===== src/rtl/wbm_initiator.sv =====
// Single-outstanding Wishbone classic-cycle initiator: turns one request into one
// bus cycle and returns ack / bus-error / timeout as a response.
module wbm_initiator #(
   parameter int unsigned TIMEOUT = 10
) (
   input  logic        wb_clk_i,
   input  logic        wb_rst_n_i,

   input  logic        req_valid_i,
   output logic        req_ready_o,
   input  logic        req_we_i,
   input  logic [3:0]  req_sel_i,
   input  logic [31:0] req_adr_i,
   input  logic [31:0] req_dat_i,

   output logic        rsp_valid_o,
   input  logic        rsp_ready_i,
   output logic [31:0] rsp_dat_o,
   output logic [1:0]  rsp_status_o,

   output logic        wbm_cyc_o,
   output logic        wbm_stb_o,
   output logic        wbm_we_o,
   output logic [3:0]  wbm_sel_o,
   output logic [31:0] wbm_adr_o,
   output logic [31:0] wbm_dat_o,
   input  logic [31:0] wbm_dat_i,
   input  logic        wbm_ack_i,
   input  logic        wbm_err_i,

   output logic [15:0] err_cnt_o
);

   typedef enum logic [1:0] {
      IDLE,
      BUS,
      RESP
   } state_t;

   localparam logic [15:0] TMO_LAST = 16'(TIMEOUT - 1);

   state_t      state;
   logic [15:0] tmo_cnt;

   assign wbm_stb_o = wbm_cyc_o;

   // req_ready_o comes up one edge after reset release, so the first accept needs
   // both the registered ready and a valid request.
   always_ff @(posedge wb_clk_i or negedge wb_rst_n_i) begin
      if (!wb_rst_n_i) begin
         state        <= IDLE;
         req_ready_o  <= 1'b0;
         rsp_valid_o  <= 1'b0;
         rsp_dat_o    <= 32'h0;
         rsp_status_o <= 2'b00;
         wbm_cyc_o    <= 1'b0;
         wbm_we_o     <= 1'b0;
         wbm_sel_o    <= 4'h0;
         wbm_adr_o    <= 32'h0;
         wbm_dat_o    <= 32'h0;
         err_cnt_o    <= 16'h0;
         tmo_cnt      <= 16'h0;
      end else begin
         case (state)
            IDLE: begin
               req_ready_o <= 1'b1;
               if (req_ready_o && req_valid_i) begin
                  req_ready_o <= 1'b0;
                  wbm_cyc_o   <= 1'b1;
                  wbm_we_o    <= req_we_i;
                  wbm_sel_o   <= req_sel_i;
                  wbm_adr_o   <= req_adr_i;
                  wbm_dat_o   <= req_dat_i;
                  tmo_cnt     <= 16'h0;
                  state       <= BUS;
               end
            end
            BUS: begin
               if (wbm_ack_i) begin
                  wbm_cyc_o    <= 1'b0;
                  rsp_valid_o  <= 1'b1;
                  rsp_status_o <= 2'b00;
                  rsp_dat_o    <= wbm_we_o ? 32'h0 : wbm_dat_i;
                  state        <= RESP;
               end else if (wbm_err_i || tmo_cnt == TMO_LAST) begin
                  wbm_cyc_o    <= 1'b0;
                  rsp_valid_o  <= 1'b1;
                  rsp_status_o <= wbm_err_i ? 2'b01 : 2'b10;
                  rsp_dat_o    <= 32'h0;
                  if (err_cnt_o != 16'hFFFF) begin
                     err_cnt_o <= err_cnt_o + 16'h1;
                  end
                  state        <= RESP;
               end else begin
                  tmo_cnt <= tmo_cnt + 16'h1;
               end
            end
            RESP: begin
               if (rsp_ready_i) begin
                  rsp_valid_o <= 1'b0;
                  req_ready_o <= 1'b1;
                  state       <= IDLE;
               end
            end
            default: begin
               state <= IDLE;
            end
         endcase
      end
   end

endmodule

===== config.mk =====
export PLATFORM = sky130hd
export DESIGN_NAME = wbm_initiator
export DESIGN_NICKNAME = d
export VERILOG_FILES = /design/src/rtl/wbm_initiator.sv
export SDC_FILE = /design/constraint.sdc
export NUM_CORES = 1
export LEC_CHECK = 0
export CORE_MARGIN = 3
export CORE_UTILIZATION = 43
export CTS_CLUSTER_DIAMETER = 80
export CTS_CLUSTER_SIZE = 10
export DETAILED_ROUTE_END_ITERATION = 8
export PLACE_DENSITY = 0.8
export SETUP_SLACK_MARGIN = 0.5
export SYNTH_ARGS = -nofsm -noshare
export SYNTH_HDL_FRONTEND = slang
export SYNTH_SLANG_ARGS = --single-unit

===== constraint.sdc =====
create_clock -name wb_clk_i -period 2.5 [get_ports wb_clk_i]
set_input_delay 0.25 -clock wb_clk_i [delete_from_list [all_inputs] [get_ports wb_clk_i]]
set_output_delay 0.25 -clock wb_clk_i [all_outputs]
set_load 0.02 [all_outputs]

; ---- After elaboration in Yosys (flattened, before gate mapping)
; Cells that the tools add are included.
; W data, S select, Z words.
[op_classes]
n_mux = 26
bitwise_logic = 1
reduce_logical = 15
add_sub_neg = 2
n_eq_ne = 9
[ops]
columns = op, n
row1 = $mux W32, 3
row2 = $mux W16, 3
row3 = $add A16 B1 Y16 const B, 2
row4 = $pmux W16 S2, 1
row5 = $eq A16 B4 Y1 const B, 1
row6 = $ne A16 B16 Y1 const B, 1
row7 = $mux W2, 7
row8 = $reduce_and A3 Y1, 3
row9 = $mux W1, 8
row10 = $ne A2 B2 Y1 const B, 4
row11 = $reduce_and A4 Y1, 2
row12 = $reduce_bool A2 Y1, 4
row13 = $pmux W1 S2, 3
row14 = $pmux W2 S3, 1
row15 = $reduce_and A2 Y1, 3
row16 = $ne A3 B3 Y1 const B, 1
row17 = $eq A2 B1 Y1 const B, 1
row18 = $eq A2 B2 Y1 const B, 1
row19 = $logic_not A2 Y1, 1
row20 = $logic_and A1 B1 Y1, 1
row21 = $logic_or A1 B1 Y1, 1
row22 = $not A1 Y1, 1
[totals]
ff_bits = 140

; ---- Depth between registers and ports, before layout
; Gate-level depths: netlist of run 1.
[depth]
word_depth = 5
ltp_mapped = 9
ltp_nobuf = 7

; ---- Least setup slack after synthesis of run 1
; OpenSTA, ideal clock, no wires.
[synth_timing]
path_type = register to register
start = register tmo_cnt[1]
end = register err_cnt_o[1]
t_arrival_ps = 1896
setup_ps = 125
path_slack_ps = 480
stages_incl_launch_ff = 7
n_path_buf = 0
required_ps = 2375
cell_sequence = dfrtp_1 inv_1 ha_1 nor3b_1 a41oi_2 nor4_2 mux2_2
[synth_between]
elab_chain_cells = 3
[synth_lines]
columns = item, line_no
row1 = start: declaration, 43  ; logic [15:0] tmo_cnt;
row2 = start signal: assignment, 95  ; tmo_cnt <= tmo_cnt + 16'h1;
row3 = $eq A16 B4 Y1, 85  ; end else if (wbm_err_i || tmo_cnt == TMO_LAST) begin
row4 = $logic_or A1 B1 Y1, 85
row5 = $reduce_and A4 Y1 (no source line), --
row6 = end signal: assignment, 91  ; err_cnt_o <= err_cnt_o + 16'h1;
row7 = end: declaration, 31  ; output logic [15:0] err_cnt_o
; Every way passes these cells.
; A chain may end at the register's enable or synchronous reset.

; ---- Final worst setup path of run 1
[layout_timing]
start = register tmo_cnt[13]
end = register rsp_dat_o[18]
[layout_between]
elab_chain_cells = 4
[layout_lines]
columns = item, line_no
row1 = $eq A16 B4 Y1, 85
row2 = $logic_or A1 B1 Y1, 85
row3 = $reduce_bool A2 Y1 (no source line), --
row4 = $reduce_and A2 Y1 (no source line), --
row5 = end signal: assignment, 83  ; rsp_dat_o <= wbm_we_o ? 32'h0 : wbm_dat_i;
row6 = end: declaration, 18  ; output logic [31:0] rsp_dat_o,
; Every way passes these cells.

==> results of run 1 <==
[report_power, final]
group | total [W] | internal (W) | switching (W)
clock | 0.00260 | 0.00167 | 0.000929
combinational | 0.00479 | 0.00225 | 0.00255
sequential | 0.00370 | 0.00315 | 0.000546
total | 0.0111 | 0.00707 | 0.00402
[routing by layer]
layer	up-vias	part of all wire [%]	global-route usage, %
li1	2297	-	-
met1	2421	38	26.9
met2	248	50	38.4
met3	38	10	8.75
met4	0	2.4	8.22
met5	-	0	0
[registers in the layout (all words and copies together), names as in the netlist]
name,flops
err_cnt_o,16
state,2
wbm_sel_o,4
rsp_dat_o,32
rsp_valid_o,1
wbm_dat_o,32
wbm_cyc_o,1
wbm_we_o,1
req_ready_o,1
tmo_cnt,16
wbm_adr_o,32
rsp_status_o,2
[repair_timing]
item                       in CTS  in global routing
hold endpoints to repair       50                  0
resized for setup               3                  7
setup endpoints to repair      45                 90
pin swaps                       2                  7
setup buffers                   2                  6
hold buffers                    1                  0
[per-stage QoR]
stage               instances  util (%)  cell area, um2  setup slack (ps)
floorplan                 551         -            5660               524
global placement          936      64.4            8200               282
detailed placement        936      64.4            8200               226
CTS                       970      69.7            8860               485
global route              976      70.3            8940               396
finish                    976      70.3            8940               509
[kinds of logic after synthesis]
| logic type | after synthesis |
|---|---|
| mux | 2 |
| simple gates | 299 |
| flops | 140 |
| xor+xnor | 25 |
| buf+inv | 32 |
| fa+ha+maj | 3 |
| compound gates | 50 |
[synthesized netlist by cell type, drive strengths merged (5+ instances only)]
cell type | n | area [um2]
and3 | 7 | 45.1
dfrtp | 140 | 3500
nor2 | 22 | 82.6
buf | 11 | 51.3
nand4 | 7 | 50.1
nor4 | 5 | 80.1
inv | 6 | 22.5
clkbuf | 15 | 56.3
a22o | 32 | 280
o21ai | 5 | 25.0
nand2 | 226 | 848
xor2 | 13 | 114
nand3 | 18 | 90.1
xnor2 | 12 | 105
[worst max-delay path by stage]
stage / from / to / slack, ps / cells past startpoint
4_1_cts: tmo_cnt[9] / err_cnt_o[1] / 480 / 4
3_3_place_gp: wbm_err_i / tmo_cnt[15] / 280 / 6
3_5_place_dp: wbm_err_i / tmo_cnt[15] / 230 / 6
5_1_grt: tmo_cnt[1] / err_cnt_o[10] / 400 / 8
2_1_floorplan: tmo_cnt[1] / err_cnt_o[1] / 520 / 6
6_report: tmo_cnt[13] / rsp_dat_o[18] / 510 / 5
[layout make-up]
| type | count | area [um2] |
|---|---|---|
| well taps | 172 | 215 |
| fillers | 908 | 3780 |
| clock buffers | 22 | 484 |
| repair buffers | 248 | 2490 |
| multi-input cells | 379 | 2090 |
| inverters | 6 | 22.5 |
| flip-flops and latches | 140 | 3510 |
| clock inverters | 9 | 134 |
==> run_summary.xml, run 1 <==
<?xml version="1.0" encoding="UTF-8"?>
<metrics>
  <group name="yosys">
    <metric name="synthAdderAreaFrac" unit="%">0.664</metric>
    <metric name="sequential_element_share_of_the_synthesized_area" unit="%">62.0</metric>
    <metric name="synth_warnings" unit="">0</metric>
    <metric name="synth_compound_area_share" unit="%">7.20</metric>
    <metric name="async_set_or_reset_flop_fraction_in_the_synthesized_netlist" unit="%">100</metric>
    <metric name="synth_mux_area_share" unit="%">0.399</metric>
    <metric name="main_combinational_cell_family_by_area_after_synthesis" unit="">simple AND/OR/NAND/NOR gates</metric>
    <metric name="yosys.area_share.xor_xnor" unit="%">3.88</metric>
    <metric name="synthesis.nets" unit="">661</metric>
    <metric name="synth_simple_gate_area_share" unit="%">23.6</metric>
    <metric name="synth_top_flop_cell" unit="">dfrtp_1</metric>
    <metric name="syn_avg_cell_area" unit="um2">10.3</metric>
    <metric name="number_of_synthesized_register_bits" unit="">140</metric>
    <metric name="synthDistinctLibCells" unit="">41</metric>
    <metric name="post_synth_inst_count" unit="">551</metric>
    <metric name="number_of_enable_flip_flop_cells_after_synthesis" unit="">0</metric>
    <metric name="mappedNetlistArea" unit="um2">5650</metric>
  </group>
  <group name="worst_setup_path">
    <metric name="timing.critical_path.buf_inv" unit="">1</metric>
    <metric name="r2r-start" unit="">tmo_cnt[13]</metric>
    <metric name="worstPathMaxFanout" unit="">35</metric>
    <metric name="capture_instance_of_the_worst_register_to_register_path" unit="">rsp_dat_o[18]</metric>
    <metric name="timing.setup.critical_path_class" unit="">flop to flop</metric>
    <metric name="worst_ep_arrival_time" unit="ps">2280</metric>
    <metric name="timing.critical_path.cells" unit="">nor4_4, nand4_2, a21o_1, buf_12, a22o_1</metric>
    <metric name="timing.critical_path.to_type" unit="">flop</metric>
    <metric name="worst-r2r-cell-count" unit="">5</metric>
    <metric name="ff2ff_setup_slack" unit="ps">510</metric>
    <metric name="crit_required" unit="ps">2790</metric>
    <metric name="max_stage_delay" unit="ps">450</metric>
    <metric name="critical-path-top-delay-family" unit="">simple AND/OR/NAND/NOR gates</metric>
    <metric name="timing.critical_path.slowest_stage_cell" unit="">dfrtp_1</metric>
    <metric name="critical_path.startpoint_type" unit="">flop</metric>
  </group>
  <group name="timing">
    <metric name="final-hold-violation-count" unit="">0</metric>
    <metric name="final_min_period_over_clock_period" unit="%">79.7</metric>
    <metric name="setup_viol" unit="">0</metric>
    <metric name="worst_pin_slew" unit="ps">508</metric>
    <metric name="rsz0062_at_grt" unit="">yes</metric>
    <metric name="timing.fmax" unit="MHz">502</metric>
    <metric name="min_tclk_post_route" unit="ps">1990</metric>
    <metric name="max_slew_margin" unit="%">66.1</metric>
    <metric name="slew_violations" unit="">0</metric>
    <metric name="finalSetupTns" unit="ps">0</metric>
    <metric name="holdWs" unit="ps">358</metric>
    <metric name="skew" unit="ps">8.62</metric>
  </group>
  <group name="final_layout">
    <metric name="commonest_cells_after_routing_fill_and_taps_aside" unit="">clkdlybuf4s50_1, nand2_1, dfrtp_1</metric>
    <metric name="mostFrequentLayoutCell" unit="">clkdlybuf4s50_1</metric>
    <metric name="fin_nets" unit="">902</metric>
    <metric name="antenna-diode-count" unit="">0</metric>
    <metric name="post_route_cells_drive_above_1_share" unit="%">8.71</metric>
    <metric name="area_growth" unit="%">58.3</metric>
  </group>
  <group name="power">
    <metric name="irDropWorstVdd" unit="mV">0.600</metric>
    <metric name="power.total" unit="W">0.0111</metric>
    <metric name="power.leakage" unit="nW">4.17</metric>
    <metric name="pwr_density_cell" unit="nW/um2">1240</metric>
  </group>
  <group name="cts">
    <metric name="max-clock-path-buffers" unit="">2</metric>
    <metric name="tritoncts" unit="">built</metric>
    <metric name="tritoncts_num_sinks" unit="">140</metric>
    <metric name="cts-buffers-inserted" unit="">17</metric>
    <metric name="clk_transition_reported_paths" unit="ps">60</metric>
    <metric name="clock_tree.root_cell" unit="">clkbuf_16</metric>
    <metric name="cts.htree.levels" unit="">4</metric>
    <metric name="clock_latency" unit="ps">420</metric>
  </group>
  <group name="global_routing">
    <metric name="grt_pass1_vias" unit="">5254</metric>
    <metric name="antenna_found_initial" unit="">0</metric>
    <metric name="global_routing_usage_summed_across_all_routing_layers" unit="%">22.9</metric>
    <metric name="grt_start_max_net_pins" unit="">54</metric>
    <metric name="global_route.overflow_total" unit="">0</metric>
    <metric name="global_route_wire_length_before_repair" unit="um">26400</metric>
  </group>
  <group name="die">
    <metric name="core-area" unit="um2">12700</metric>
    <metric name="io-pin-count" unit="">230</metric>
    <metric name="fp.dieH" unit="um">121</metric>
    <metric name="die_area" unit="um2">14600</metric>
    <metric name="die_x" unit="um">121</metric>
    <metric name="std_cell_rows" unit="">41</metric>
    <metric name="initial_core_util" unit="%">44.4</metric>
  </group>
  <group name="flow_run">
    <metric name="maxCapViolCount" unit="">0</metric>
  </group>
  <group name="route">
    <metric name="drt-vias-per-instance" unit="">5.13</metric>
    <metric name="drtIter0Drc" unit="">321</metric>
    <metric name="routed_wirelength" unit="um">16400</metric>
    <metric name="ant_nets" unit="">0</metric>
    <metric name="post-route-drc-count" unit="">0</metric>
    <metric name="vias" unit="">5004</metric>
    <metric name="wl_per_cell" unit="um">16.8</metric>
    <metric name="first_pass_iters" unit="">5</metric>
  </group>
  <group name="placed_design">
    <metric name="gp_routability_congestion" unit="">0.840</metric>
    <metric name="place.port_buffers" unit="">229</metric>
    <metric name="post-dp-hpwl" unit="um">11700</metric>
  </group>
  <group name="min_path">
    <metric name="min-delay-path-class" unit="">primary input to async pin</metric>
  </group>
  <group name="run_status">
    <metric name="run_status" unit="">completed</metric>
  </group>
</metrics>
(Power assumes the default switching activity.)
==> inputs of run 2 (changes only) <==
Settings changed: CORE_UTILIZATION 43 to 39, PLACE_DENSITY 0.8 to 0.77.
Clock period 2.5 ns to 1.7 ns, I/O delays scaled along.
==> run_summary.xml, run 2 (synthesis results as in run 1) <==
<?xml version="1.0" encoding="UTF-8"?>
<metrics>
  <group name="route">
    <metric name="first_pass_iters" unit="">4</metric>
    <metric name="post-route-drc-count" unit="">0</metric>
    <metric name="routed_wirelength" unit="um">18700</metric>
    <metric name="wl_per_cell" unit="um">17.8</metric>
    <metric name="drtIter0Drc" unit="">199</metric>
    <metric name="ant_nets" unit="">0</metric>
    <metric name="drt-vias-per-instance" unit="">5.05</metric>
    <metric name="vias" unit="">5287</metric>
  </group>
  <group name="final_layout">
    <metric name="area_growth" unit="%">68.2</metric>
    <metric name="reg_top3" unit="">rsp_dat_o x32, wbm_adr_o x32, wbm_dat_o x32</metric>
    <metric name="fillCellCount" unit="">1028</metric>
    <metric name="fin_nets" unit="">964</metric>
    <metric name="commonest_cells_after_routing_fill_and_taps_aside" unit="">nand2_1, dfrtp_1, buf_2</metric>
    <metric name="finalNonFillerCells" unit="">1046</metric>
    <metric name="post_route_cells_drive_above_1_share" unit="%">38.6</metric>
    <metric name="antenna-diode-count" unit="">0</metric>
    <metric name="fin_util" unit="%">67.7</metric>
    <metric name="mostFrequentLayoutCell" unit="">nand2_1</metric>
    <metric name="final_design_area_no_fill" unit="um2">9500</metric>
  </group>
  <group name="global_routing">
    <metric name="global_route_wire_length_before_repair" unit="um">26500</metric>
    <metric name="grt_start_max_net_pins" unit="">75</metric>
    <metric name="global_route.overflow_total" unit="">0</metric>
    <metric name="grt_pass1_vias" unit="">5266</metric>
    <metric name="global_routing_usage_summed_across_all_routing_layers" unit="%">20.6</metric>
    <metric name="antenna_found_initial" unit="">0</metric>
  </group>
  <group name="cts">
    <metric name="tritoncts_num_sinks" unit="">140</metric>
    <metric name="cts-buffers-inserted" unit="">17</metric>
    <metric name="clock_tree.root_cell" unit="">clkbuf_16</metric>
    <metric name="max-clock-path-buffers" unit="">2</metric>
    <metric name="cts.htree.levels" unit="">4</metric>
    <metric name="clock_latency" unit="ps">420</metric>
    <metric name="clk_transition_reported_paths" unit="ps">60</metric>
    <metric name="tritoncts" unit="">built</metric>
  </group>
  <group name="flow_run">
    <metric name="maxCapViolCount" unit="">0</metric>
  </group>
  <group name="timing">
    <metric name="min_tclk_post_route" unit="ps">1940</metric>
    <metric name="skew" unit="ps">8.42</metric>
    <metric name="setup_ws" unit="ps">-239</metric>
    <metric name="final_min_period_over_clock_period" unit="%">114</metric>
    <metric name="final-hold-violation-count" unit="">0</metric>
    <metric name="rsz0062_at_grt" unit="">yes</metric>
    <metric name="setup_viol" unit="">55</metric>
    <metric name="finalSetupTns" unit="ps">-7860</metric>
    <metric name="slew_violations" unit="">0</metric>
    <metric name="holdWs" unit="ps">261</metric>
    <metric name="worst_pin_slew" unit="ps">459</metric>
    <metric name="timing.fmax" unit="MHz">516</metric>
    <metric name="max_slew_margin" unit="%">69.4</metric>
  </group>
  <group name="worst_setup_path">
    <metric name="timing.critical_path.to_type" unit="">flop</metric>
    <metric name="crit_required" unit="ps">2020</metric>
    <metric name="max_stage_delay" unit="ps">380</metric>
    <metric name="critical_path.startpoint_type" unit="">flop</metric>
    <metric name="timing.critical_path.slowest_stage_cell" unit="">dfrtp_1</metric>
    <metric name="worst_ep_arrival_time" unit="ps">2260</metric>
    <metric name="worstPathMaxFanout" unit="">4</metric>
    <metric name="timing.critical_path.cells" unit="">inv_1, ha_1, nor3b_4, a41oi_4, buf_6, nor4_4, buf_4, nand2_1, xnor2_1</metric>
    <metric name="timing.setup.critical_path_class" unit="">flop to flop</metric>
    <metric name="timing.critical_path.buf_inv" unit="">3</metric>
    <metric name="critical-path-top-delay-family" unit="">simple AND/OR/NAND/NOR gates</metric>
  </group>
  <group name="power">
    <metric name="irDropWorstVdd" unit="mV">0.881</metric>
    <metric name="pwr_density_cell" unit="nW/um2">1760</metric>
    <metric name="power.leakage" unit="nW">4.84</metric>
  </group>
  <group name="die">
    <metric name="core-area" unit="um2">14000</metric>
    <metric name="die_x" unit="um">126</metric>
    <metric name="die_area" unit="um2">16000</metric>
    <metric name="io-pin-count" unit="">230</metric>
    <metric name="initial_core_util" unit="%">40.2</metric>
    <metric name="fp.dieH" unit="um">126</metric>
    <metric name="std_cell_rows" unit="">43</metric>
  </group>
  <group name="placed_design">
    <metric name="place.port_buffers" unit="">229</metric>
    <metric name="place_area" unit="um2">8630</metric>
    <metric name="gp_routability_congestion" unit="">0.858</metric>
    <metric name="place_inst" unit="">986</metric>
    <metric name="post-dp-hpwl" unit="um">11500</metric>
  </group>
  <group name="run_status">
    <metric name="run_status" unit="">finished with violations</metric>
    <metric name="failed_checks" unit="">negative setup slack</metric>
  </group>
  <group name="min_path">
    <metric name="min-delay-path-class" unit="">primary input to async pin</metric>
  </group>
</metrics>
-- run 2: cell count changes in the layout (fill, tap and decap cells not counted), sizes merged, moves of 2 or more --
cell           delta
inv               -2
clkbuf            +6
clkdlybuf4s50   -123
buf             +175
clkdlybuf4s15     +2
-- run 2: layer usage --
layer | part of all wire [%] | track usage (%)
met2 | 51 | 35.6
met5 | 0 | 0
met4 | 2.5 | 6.75
met3 | 8.1 | 6.91
met1 | 39 | 24.3
-- run 2: layout make-up --
class                      instances  area, um2  share of cell area, %
inverter                           6       22.5                  0.237
clock buffer                      21        480                   5.06
tap                              180        225                   2.37
clock inverter                    10        163                   1.71
timing repair buffer             309       2610                   27.5
multi-input combinational        380       2480                   26.1
sequential                       140       3510                   37.0
-- run 2: final timing paths --
kind	from	to	slack, ps	depth (start not counted)
min in group wb_clk_i	req_adr_i[11]	wbm_adr_o[11]	280	3
hold reg to reg	wbm_adr_o[16]	wbm_adr_o[16]	470	2
setup reg to reg	tmo_cnt[1]	err_cnt_o[3]	-240	9
setup / recovery	tmo_cnt[1]	err_cnt_o[3]	-240	9
hold / removal	wb_rst_n_i	wbm_adr_o[4]	260	2
max in group asynchronous	wb_rst_n_i	req_ready_o	800	3
-- run 2: through the flow --
stage | total power [W] | setup slack (ps)
5_1_grt | 0.0177 | -364
2_1_floorplan | 0.00894 | -158
6_report | 0.0167 | -239
3_5_place_dp | 0.0127 | -302
4_1_cts | 0.0157 | -200
3_3_place_gp | 0.0125 | -308
-- run 2: what timing repair did --
| item | 4_1_cts | 5_1_grt |
|---|---|---|
| setup endpoints to repair | 263 | 161 |
| hold buffers | 1 | 0 |
| buffers inserted | 10 | 6 |
| gates resized for setup | 520 | 97 |
| hold endpoints to repair | 40 | 0 |
| gates cloned | 0 | 12 |
| pin swaps | 16 | 34 |
-- run 2: power breakdown --
group,switching [W],leakage (nW),internal (W)
clock,0.00138,0.311,0.00260
sequential,0.000792,1.78,0.00464
combinational,0.00436,2.74,0.00297
total,0.00653,4.84,0.0102
